[config.mk]
export PLATFORM = sky130hd
export DESIGN_NAME = fa_step3_norm
export DESIGN_NICKNAME = d
export VERILOG_FILES = /design/src/rtl/fa_step3_norm.sv
export SDC_FILE = /design/constraint.sdc
export NUM_CORES = 1
export LEC_CHECK = 0
export ABC_AREA = 1
export BUFFER_PORTS_ARGS = -buffer_cell sky130_fd_sc_hd__buf_4
export CAP_MARGIN = 20
export CORE_MARGIN = 10
export CORE_UTILIZATION = 42
export CTS_CLUSTER_DIAMETER = 60
export DETAILED_ROUTE_END_ITERATION = 8
export PLACE_DENSITY = 0.67
export REMOVE_ABC_BUFFERS = 1
export SKIP_CTS_REPAIR_TIMING = 1
export SLEW_MARGIN = 20
export SYNTH_ARGS = -nofsm -noshare
export SYNTH_HDL_FRONTEND = slang
export SYNTH_SLANG_ARGS = --single-unit
export TNS_END_PERCENT = 10
[constraint.sdc]
create_clock -name CLK -period 4.3 [get_ports CLK]
set_input_delay 0.43 -clock CLK [delete_from_list [all_inputs] [get_ports CLK]]
set_output_delay 0.43 -clock CLK [all_outputs]
set_load 0.05 [all_outputs]
[src/rtl/fa_step3_norm.sv]
// FP MAC final adder + normalizer: completes the span-4/8/16 prefix tree, forms the sum, normalizes and packs IEEE-754 single.
// Latency: 2 cycles from input acceptance to out_valid (stage A register, stage B register).
// Backpressure: skid-free valid/ready; stage B holds while out_valid && !out_ready, stage A advances when B is empty or draining.
//
// Ports:
//   CLK, RESET                 clock and synchronous active-high reset
//   in_valid / in_ready        input handshake
//   in_sign, in_ex, in_yn      result sign, pre-normalization exponent, operation enable (0 -> +0)
//   in_P0                      bitwise propagate, bit0 is the (always 0) carry-in slot
//   in_P2, in_G2               span-4 group propagate/generate, bits [MW:4]
//   in_GG                      final prefix carries for bits [3:0]
//   out_valid / out_ready      output handshake
//   out_result                 packed {sign, exponent, fraction}
//   out_ovf, out_unf           exponent overflow (infinity) / underflow (flushed to signed zero)
module fa_step3_norm #(
    parameter int MW = 24,
    parameter int EW = 8
) (
    input  logic          CLK,
    input  logic          RESET,
    input  logic          in_valid,
    output logic          in_ready,
    input  logic          in_sign,
    input  logic [EW-1:0] in_ex,
    input  logic          in_yn,
    input  logic [MW:0]   in_P0,
    input  logic [MW:0]   in_P2,
    input  logic [MW:0]   in_G2,
    input  logic [MW:0]   in_GG,
    output logic          out_valid,
    input  logic          out_ready,
    output logic [31:0]   out_result,
    output logic          out_ovf,
    output logic          out_unf
);

    localparam int LZW = $clog2(MW + 1);

    // ------------------------------------------------------------------
    // Flow control
    // ------------------------------------------------------------------
    logic a_vld_q;
    logic b_vld_q;
    logic b_adv;

    assign b_adv     = !b_vld_q || out_ready;
    assign in_ready  = !a_vld_q || b_adv;
    assign out_valid = b_vld_q;

    // ------------------------------------------------------------------
    // Stage A: finish the prefix tree and form the 25-bit sum
    // ------------------------------------------------------------------
    logic [MW:0] pf_g, pf_p, pf_gn, pf_pn;
    logic [MW:0] sum_d;

    always_comb begin
        pf_g  = '0;
        pf_p  = '0;
        pf_gn = '0;
        pf_pn = '0;
        // Bits below 4 already carry their final prefix value; their
        // propagate is never consumed since any cell reaching them is gray.
        for (int i = 0; i <= MW; i++) begin
            if (i < 4) begin
                pf_g[i] = in_GG[i];
                pf_p[i] = 1'b0;
            end else begin
                pf_g[i] = in_G2[i];
                pf_p[i] = in_P2[i];
            end
        end
        for (int lvl = 0; lvl < 3; lvl++) begin
            pf_gn = pf_g;
            pf_pn = pf_p;
            for (int i = (4 << lvl); i <= MW; i++) begin
                pf_gn[i] = pf_g[i] | (pf_p[i] & pf_g[i-(4<<lvl)]);
                pf_pn[i] = pf_p[i] & pf_p[i-(4<<lvl)];
            end
            pf_g = pf_gn;
            pf_p = pf_pn;
        end
    end

    always_comb begin
        sum_d     = '0;
        sum_d[MW] = pf_g[MW];
        for (int i = 1; i <= MW; i++) begin
            sum_d[i-1] = in_P0[i] ^ pf_g[i-1];
        end
    end

    logic [MW:0]   a_sum_q;
    logic          a_sign_q;
    logic [EW-1:0] a_ex_q;
    logic          a_yn_q;

    always_ff @(posedge CLK) begin
        if (RESET) begin
            a_vld_q <= 1'b0;
        end else if (in_ready) begin
            a_vld_q <= in_valid;
        end
    end

    // Payload needs no reset: it is only observed behind a_vld_q.
    always_ff @(posedge CLK) begin
        if (in_valid && in_ready) begin
            a_sum_q  <= sum_d;
            a_sign_q <= in_sign;
            a_ex_q   <= in_ex;
            a_yn_q   <= in_yn;
        end
    end

    // ------------------------------------------------------------------
    // Stage B: normalize and pack
    // ------------------------------------------------------------------
    logic [LZW-1:0] lzc;
    logic [MW-1:0]  mant;
    logic [EW:0]    exp_w;
    logic           norm;
    logic [31:0]    res_d;
    logic           ovf_d;
    logic           unf_d;

    always_comb begin
        lzc = LZW'(MW);
        for (int i = 0; i < MW; i++) begin
            if (a_sum_q[i]) begin
                lzc = LZW'(MW - 1 - i);
            end
        end
    end

    always_comb begin
        mant  = '0;
        exp_w = '0;
        norm  = 1'b0;
        res_d = '0;
        ovf_d = 1'b0;
        unf_d = 1'b0;
        if (!a_yn_q) begin
            res_d = '0;
        end else if (a_sum_q[MW]) begin
            mant  = a_sum_q[MW:1];
            exp_w = {1'b0, a_ex_q} + {{EW{1'b0}}, 1'b1};
            norm  = 1'b1;
        end else if (a_sum_q[MW-1]) begin
            mant  = a_sum_q[MW-1:0];
            exp_w = {1'b0, a_ex_q};
            norm  = 1'b1;
        end else if (a_sum_q[MW-1:0] == '0) begin
            res_d = '0;
        end else if ({{(EW-LZW){1'b0}}, lzc} >= a_ex_q) begin
            // Shift would drive the exponent to zero or below: signed zero.
            res_d = {a_sign_q, 31'b0};
            unf_d = 1'b1;
        end else begin
            mant  = a_sum_q[MW-1:0] << lzc;
            exp_w = {1'b0, a_ex_q} - {{(EW+1-LZW){1'b0}}, lzc};
            norm  = 1'b1;
        end

        if (norm) begin
            if (exp_w >= {1'b0, {EW{1'b1}}}) begin
                res_d = {a_sign_q, {EW{1'b1}}, {(31-EW){1'b0}}};
                ovf_d = 1'b1;
            end else begin
                res_d = {a_sign_q, exp_w[EW-1:0], mant[MW-2:0]};
            end
        end
    end

    always_ff @(posedge CLK) begin
        if (RESET) begin
            b_vld_q    <= 1'b0;
            out_result <= '0;
            out_ovf    <= 1'b0;
            out_unf    <= 1'b0;
        end else if (b_adv) begin
            b_vld_q <= a_vld_q;
            // Bubbles leave the last result visible on the output.
            if (a_vld_q) begin
                out_result <= res_d;
                out_ovf    <= ovf_d;
                out_unf    <= unf_d;
            end
        end
    end

    // Inputs bits that carry no information for this stage.
    logic unused_bits;
    assign unused_bits = ^{in_P0[0], in_P2[3:0], in_G2[3:0], in_GG[MW:4], mant[MW-1]};

endmodule

==> results of run 1 <==
report_power, final:
group / switching, mW / internal, mW / total [mW]
Combinational: 0.420 / 0.255 / 0.675
Sequential: 0.0326 / 0.759 / 0.792
Clock: 0.289 / 0.616 / 0.905
metal layers:
metal  vias to the layer above  part of all wire, %
met1                      2631                   44
met3                        40                  9.0
met2                       269                   45
met5                         -                    0
li1                       2824                    -
met4                         0                  2.6
metrics by stage:
| stage | cells | power (mW) | util [%] | area (sq um) |
|---|---|---|---|---|
| after global placement | 1009 | 1.43 | 54.0 | 6270 |
| final | 1031 | 2.37 | 59.2 | 6870 |
| after detailed placement | 1009 | 1.44 | 54.0 | 6270 |
| after floorplan | 708 | 1.19 | - | 4890 |
| after CTS | 1024 | 2.34 | 57.1 | 6630 |
| after global routing | 1031 | 2.48 | 59.2 | 6870 |
cell usage after synthesis, drive strengths merged (2+ instances only):
master	n	share of area, %
nand2	188	14
nand3	149	15
a21oi	101	10
inv	71	5.3
dfxtp	36	14
edfxtp	35	21
clkbuf	25	1.9
o21ai	25	2.6
nor2	24	1.8
xnor2	23	4.0
buf	9	1.3
nand4	8	0.99
nor4	7	0.87
ha	6	1.5
xor2	6	1.0
o221ai	5	0.87
nor3	4	0.62
o211ai	4	0.59
or2	3	0.37
a211oi	2	0.30
a31oi	2	0.25
clkinv	2	0.15
critical path: cells and delay by family, from the launching register on:
| kind | cells | cell delay [ns] |
|---|---|---|
| AND/OR/NAND/NOR | 21 | 2.19 |
| adder cells (fa/ha/maj) | 1 | 0.32 |
| AO/OA/AOI/OAI | 6 | 0.81 |
| flip-flops | 1 | 0.44 |
| buffers and inverters | 2 | 0.29 |
cells by family (layout without fill, tap and decap cells):
group,Yosys count,count (layout),synth area share (%)
simple gates,383,383,33.7
compound gates,145,145,15.7
flops,71,71,35.1
xor+xnor,29,29,5.03
fa+ha+maj,7,7,1.88
buf+inv,107,253,8.57
layout make-up:
class,count,share of cell area [%]
Clock buffer,11,3.84
Clock inverter,4,1.44
Inverter,73,3.99
Multi-Input combinational cell,564,43.5
Sequential cell,71,25.8
Tap cell,143,2.60
Timing Repair Buffer,165,18.9
path summary, 6_finish.rpt:
path         slack, ns     startpoint             end  cells after the start
max               0.11     a_sum_q[2]  out_result[14]                     30
min               0.26          in_yn          a_yn_q                      1
max reg2reg       0.11     a_sum_q[2]  out_result[14]                     30
min reg2reg       0.46  out_result[4]   out_result[4]                      2
registers in the layout (all words and copies together) (netlist names):
register / flops
out_valid: 1
out_unf: 1
a_sign_q: 1
a_vld_q: 1
out_ovf: 1
a_ex_q: 8
a_sum_q: 25
out_result: 32
a_yn_q: 1
cell usage in the layout, fill, tap and decap left out, types with 4 or more instances in the layout:
cell type,synthesis,routed
nor2_1,24,21
xor2_1,6,6
a21oi_1,99,94
o221ai_1,5,4
nand3_1,148,146
o21ai_1,5,5
edfxtp_1,35,35
nor4_1,7,5
ha_1,6,5
o21ai_0,19,18
o211ai_1,4,4
clkbuf_16,0,12
nand4_1,8,8
dfxtp_1,36,36
a21oi_2,2,7
xnor2_1,23,23
inv_2,4,5
buf_4,3,159
inv_1,67,66
nand2_1,185,181
nand2_2,2,5
==> results_dict.tcl, run 1 <==
set metrics [dict create \
    die_h_um 130 \
    place_hpwl_um 13400 \
    clock_latency_ns 0.35 \
    vias 5764 \
    vias_per_cell 5.59 \
    startpoint_type "register" \
    slew_headroom_pct 50.8 \
    grt_util_met3_pct 5.71 \
    layout-drive-gt1-share_pct 24.5 \
    synthArstFlopShare_pct 0 \
    final-setup-viol-count 0 \
    avgSynthCellArea_sq_um 6.81 \
    n_antenna_cell 0 \
    clk_pin_slew_ns 0.06 \
    dp_slack_ns 0.132 \
    cts_root_buffer "clkbuf_16" \
    ir_drop_uv 213 \
    layout.area.seq_sq_um 1770 \
    fin_crit_sh_pct 97.5 \
    ys_seq_area_share_pct 35.1 \
    io_buffers 119 \
    synth_edf_count 35 \
    hold_viol 0 \
    ys_ff_latch 71 \
    cp.required_ns 4.52 \
    grt_max_degree 39 \
    chipWidth_um 130 \
    layout_setup_ws_ns 0.107 \
    cts-buffers-inserted 9 \
    fin_tns_setup_ns 0 \
    min_path_type "in -> reg" \
    syn_area_sq_um 5050 \
    worst-slew-pin-transition_ns 0.739 \
    crit_type "reg -> reg" \
    cp_slowest_cell "edfxtp_1" \
    fin_crit_ns 4.19 \
    ys.flop_type "dfxtp_1" \
    ys_types 39 \
    p_leak_nw 3.11 \
    timing.hold.ws_ns 0.259 \
    drt-wirelength-per-cell_um 17.2 \
    grt_use_met2_pct 31.5 \
    route.detailed.drc 0 \
    slowest_delay_ns 0.44 \
    grtUsageMet1_pct 26.1 \
    rsz0062_at_grt "true" \
    power-per-cell-area_nw_per_um2 345 \
    gp_congestion 0.913 \
    cts_tree "done" \
    num_rows 39 \
    drv_slew 0 \
    cts_max_level 3 \
    dieArea_sq_um 16800 \
    initial_core_util_pct 43.5 \
    grt_pass1_vias 5504 \
    multi_input_area_sq_um 2990 \
    nNetsFinal 1005 \
    worstSetupEndpointType "register" \
    core-area_sq_um 11600 \
    grt.total_usage_pct 20.3 \
    syn2layout_area_growth_pct 36.1 \
    status "complete, no violations" \
    cp.arrival_ns 4.41 \
    cts_buffer_depth 2 \
    drt-total-wl_um 17800 \
    crit_path_max_fanout 5 \
    ys_warn_count 0 \
    worst_path_most_repeated_cell "nand3_1" \
    grt-ovfl-total 0 \
    skew_ns 0.00955 \
    ant_nets 0 \
    max_freq_ghz 0.238 \
    grt_pass1_wl_um 27000 \
    grt_busiest_layer "met2" \
    antenna_found_initial 0 \
    drt_iter0_drc 595 \
    io_pins 150 \
    fillCellCount 1118 \
    syn_inst 742 \
    cap_violations 0 \
    drt-pass1-iter-count 5 \
    cts.sinks 71 \
]
No activity file was read; power rests on OpenSTA's default activity.
==> inputs of run 2 (changes only) <==
--- a/config.mk
+++ b/config.mk
@@ -6,13 +6,13 @@
 export NUM_CORES = 1
 export LEC_CHECK = 0
 export ABC_AREA = 1
-export BUFFER_PORTS_ARGS = -buffer_cell sky130_fd_sc_hd__buf_4
+export BUFFER_PORTS_ARGS = -buffer_cell sky130_fd_sc_hd__buf_2
 export CAP_MARGIN = 20
 export CORE_MARGIN = 10
 export CORE_UTILIZATION = 42
 export CTS_CLUSTER_DIAMETER = 60
 export DETAILED_ROUTE_END_ITERATION = 8
-export PLACE_DENSITY = 0.67
+export PLACE_DENSITY = 0.79
 export REMOVE_ABC_BUFFERS = 1
 export SKIP_CTS_REPAIR_TIMING = 1
 export SLEW_MARGIN = 20
==> run 2 against run 1 <==
Sequential power hardly changed. Power down 4.2%. Global-route usage fell by 0.97 points. Design area decreased by 4.3%. First-iteration DRC count grew 2.2%. Via count fell by 1.2%. Non-clock buffer count down 3. Die area stayed put. Combinational power fell by 5.8%.
==> results_dict.tcl, run 2 (synthesis gave the netlist of run 1 again) <==
set metrics [dict create \
    layout-drive-gt1-share_pct 25.5 \
    worst-slew-pin-transition_ns 0.908 \
    route.detailed.drc 0 \
    grt.total_usage_pct 19.4 \
    internal-power_mw 1.53 \
    dp.cells 1001 \
    min_path_type "in -> reg" \
    holdPathStages 1 \
    grt_busiest_layer "met2" \
    ir_drop_uv 244 \
    antenna_found_initial 0 \
    place_hpwl_um 12200 \
    cp.buffers_inverters 9 \
    post-route-util_pct 56.6 \
    skew_ns 0.00654 \
    grt_pass1_wl_um 26200 \
    crit_family "simple AND/OR/NAND/NOR gates" \
    largest_reg_flops 32 \
    vias 5696 \
    p_leak_nw 3.01 \
    worstSetupEndpointType "register" \
    p_comb_share_pct 28.0 \
    grtUsageMet1_pct 24.3 \
    drt-total-wl_um 16400 \
    reg2regPathDepth 29 \
    cts-buffers-inserted 9 \
    p_switching_uw 740 \
    largest-register "out_result" \
    drt-wirelength-per-cell_um 15.9 \
    drv_slew 0 \
    final_common_cell "nand2_1" \
    drt-pass1-iter-count 8 \
    cts_buffer_depth 2 \
    slew_headroom_pct 39.2 \
    seqPwrFrac_pct 34.9 \
    worst_path_most_repeated_cell "nand2_1" \
    clock_latency_ns 0.35 \
    drt_iter0_drc 608 \
    crit_type "reg -> reg" \
    cts_root_buffer "clkbuf_16" \
    grt_max_degree 37 \
    fin_crit_sh_pct 98.4 \
    power-per-cell-area_nw_per_um2 346 \
    max_freq_ghz 0.236 \
    pwr-share-clk_pct 37.1 \
    largestRegisters "out_result: 32 flops, a_sum_q: 25 flops, a_ex_q: 8 flops" \
    crit_path_max_fanout 5 \
    multi_input_area_sq_um 3030 \
    fin_cells 1029 \
    grt_use_met2_pct 30.6 \
    n_antenna_cell 0 \
    power_switching_share_pct 32.6 \
    syn2layout_area_growth_pct 30.2 \
    r2r_setup_slack_ns 0.07 \
    cp_slowest_cell "edfxtp_1" \
    r2r_start "a_sum_q[2]" \
    dieArea_sq_um 16800 \
    cp.required_ns 4.51 \
    cts.sinks 71 \
    nNetsFinal 1002 \
    startpoint_type "register" \
    r2r_end "out_result[1]" \
    grt_util_met3_pct 5.18 \
    vias_per_cell 5.54 \
    io_buffers 119 \
    cts_max_level 3 \
    final-setup-viol-count 0 \
    num_rows 39 \
    layout.area.seq_sq_um 1770 \
    ant_nets 0 \
    holdPathEnd "a_ex_q[1]" \
    slowest_delay_ns 0.43 \
    cap_violations 0 \
    chipWidth_um 130 \
    final_cell_mix "nand2_1 (178), nand3_1 (145), buf_2 (119)" \
    fin_crit_ns 4.23 \
    hold_viol 0 \
    io_pins 150 \
    status "complete, no violations" \
    grt-ovfl-total 0 \
    die_h_um 130 \
    cp.arrival_ns 4.44 \
    initial_core_util_pct 43.5 \
    cts_tree "done" \
    rsz0062_at_grt "true" \
    grt_pass1_vias 5530 \
    clk_pin_slew_ns 0.06 \
    min_from "in_ex[1]" \
    core-area_sq_um 11600 \
    fillCellCount 1163 \
    gp_congestion 1.02 \
]
==> run 2: cell types whose count changed in the layout (fill, tap and decap cells not counted), moves of 2 or more <==
cell	before	now
clkinvlp_4	0	2
o21ai_2	0	2
nand2_1	181	178
buf_4	159	38
o221ai_2	0	2
nand2_2	5	8
buf_2	0	119
==> run 2: per-layer routing <==
| layer | up-vias | routed length, um |
|---|---|---|
| met5 | - | 0 |
| met4 | 0 | 433 |
| met3 | 38 | 1830 |
| met2 | 310 | 7390 |
| met1 | 2522 | 6740 |
| li1 | 2826 | - |
==> run 2: area by class of cell <==
type | count | share of cell area, %
clock buffer | 10 | 3.81
clock inverter | 6 | 1.37
inverter | 73 | 4.26
multi-input combinational | 564 | 46.1
sequential | 71 | 27.0
tap | 143 | 2.72
timing repair buffer | 162 | 14.8
==> run 2: worst max-delay path by stage <==
stage	start	endpoint	slack (ns)	depth (start not counted)
after floorplan	a_sum_q[23]	out_result[1]	-1.11	22
after global placement	a_sum_q[5]	out_result[1]	0.09	25
after detailed placement	a_sum_q[5]	out_result[1]	0.06	26
after CTS	a_sum_q[5]	out_result[1]	-0.004	25
after global routing	a_sum_q[0]	out_result[11]	-0.26	31
final	a_sum_q[2]	out_result[1]	0.07	29
==> run 2: worst reg2reg max path: cells and delay by family, from the launching register on <==
| family | cells | cell delay (ns) |
|---|---|---|
| AOI/OAI and AO/OA | 7 | 1.00 |
| adders and majority gates | 1 | 0.40 |
| buffers and inverters | 9 | 1.00 |
| DFF | 1 | 0.43 |
| and+or+nand+nor | 12 | 1.26 |
==> run 2: through the flow <==
stage	power [mW]	TNS [ns]	hold WS [ns]	worst slack, ns	cell area (sq um)
after floorplan	1.19	-30.47	0.492	-1.11	4890
after global placement	1.38	0	0.450	0.0901	5910
after detailed placement	1.39	0	0.452	0.0569	5910
after CTS	2.23	-0.00392	0.239	-0.00392	6250
after global routing	2.39	-5.69	0.240	-0.264	6570
final	2.27	0	0.247	0.0695	6570
==> run 2: power by group through the flow <==
stage,Sequential [mW],Clock [mW],Combinational [mW]
global placement,0.803,0,0.578
floorplan,0.845,0,0.342
global route,0.799,0.885,0.708
finish,0.793,0.842,0.636
detailed placement,0.805,0,0.583
CTS,0.791,0.858,0.586
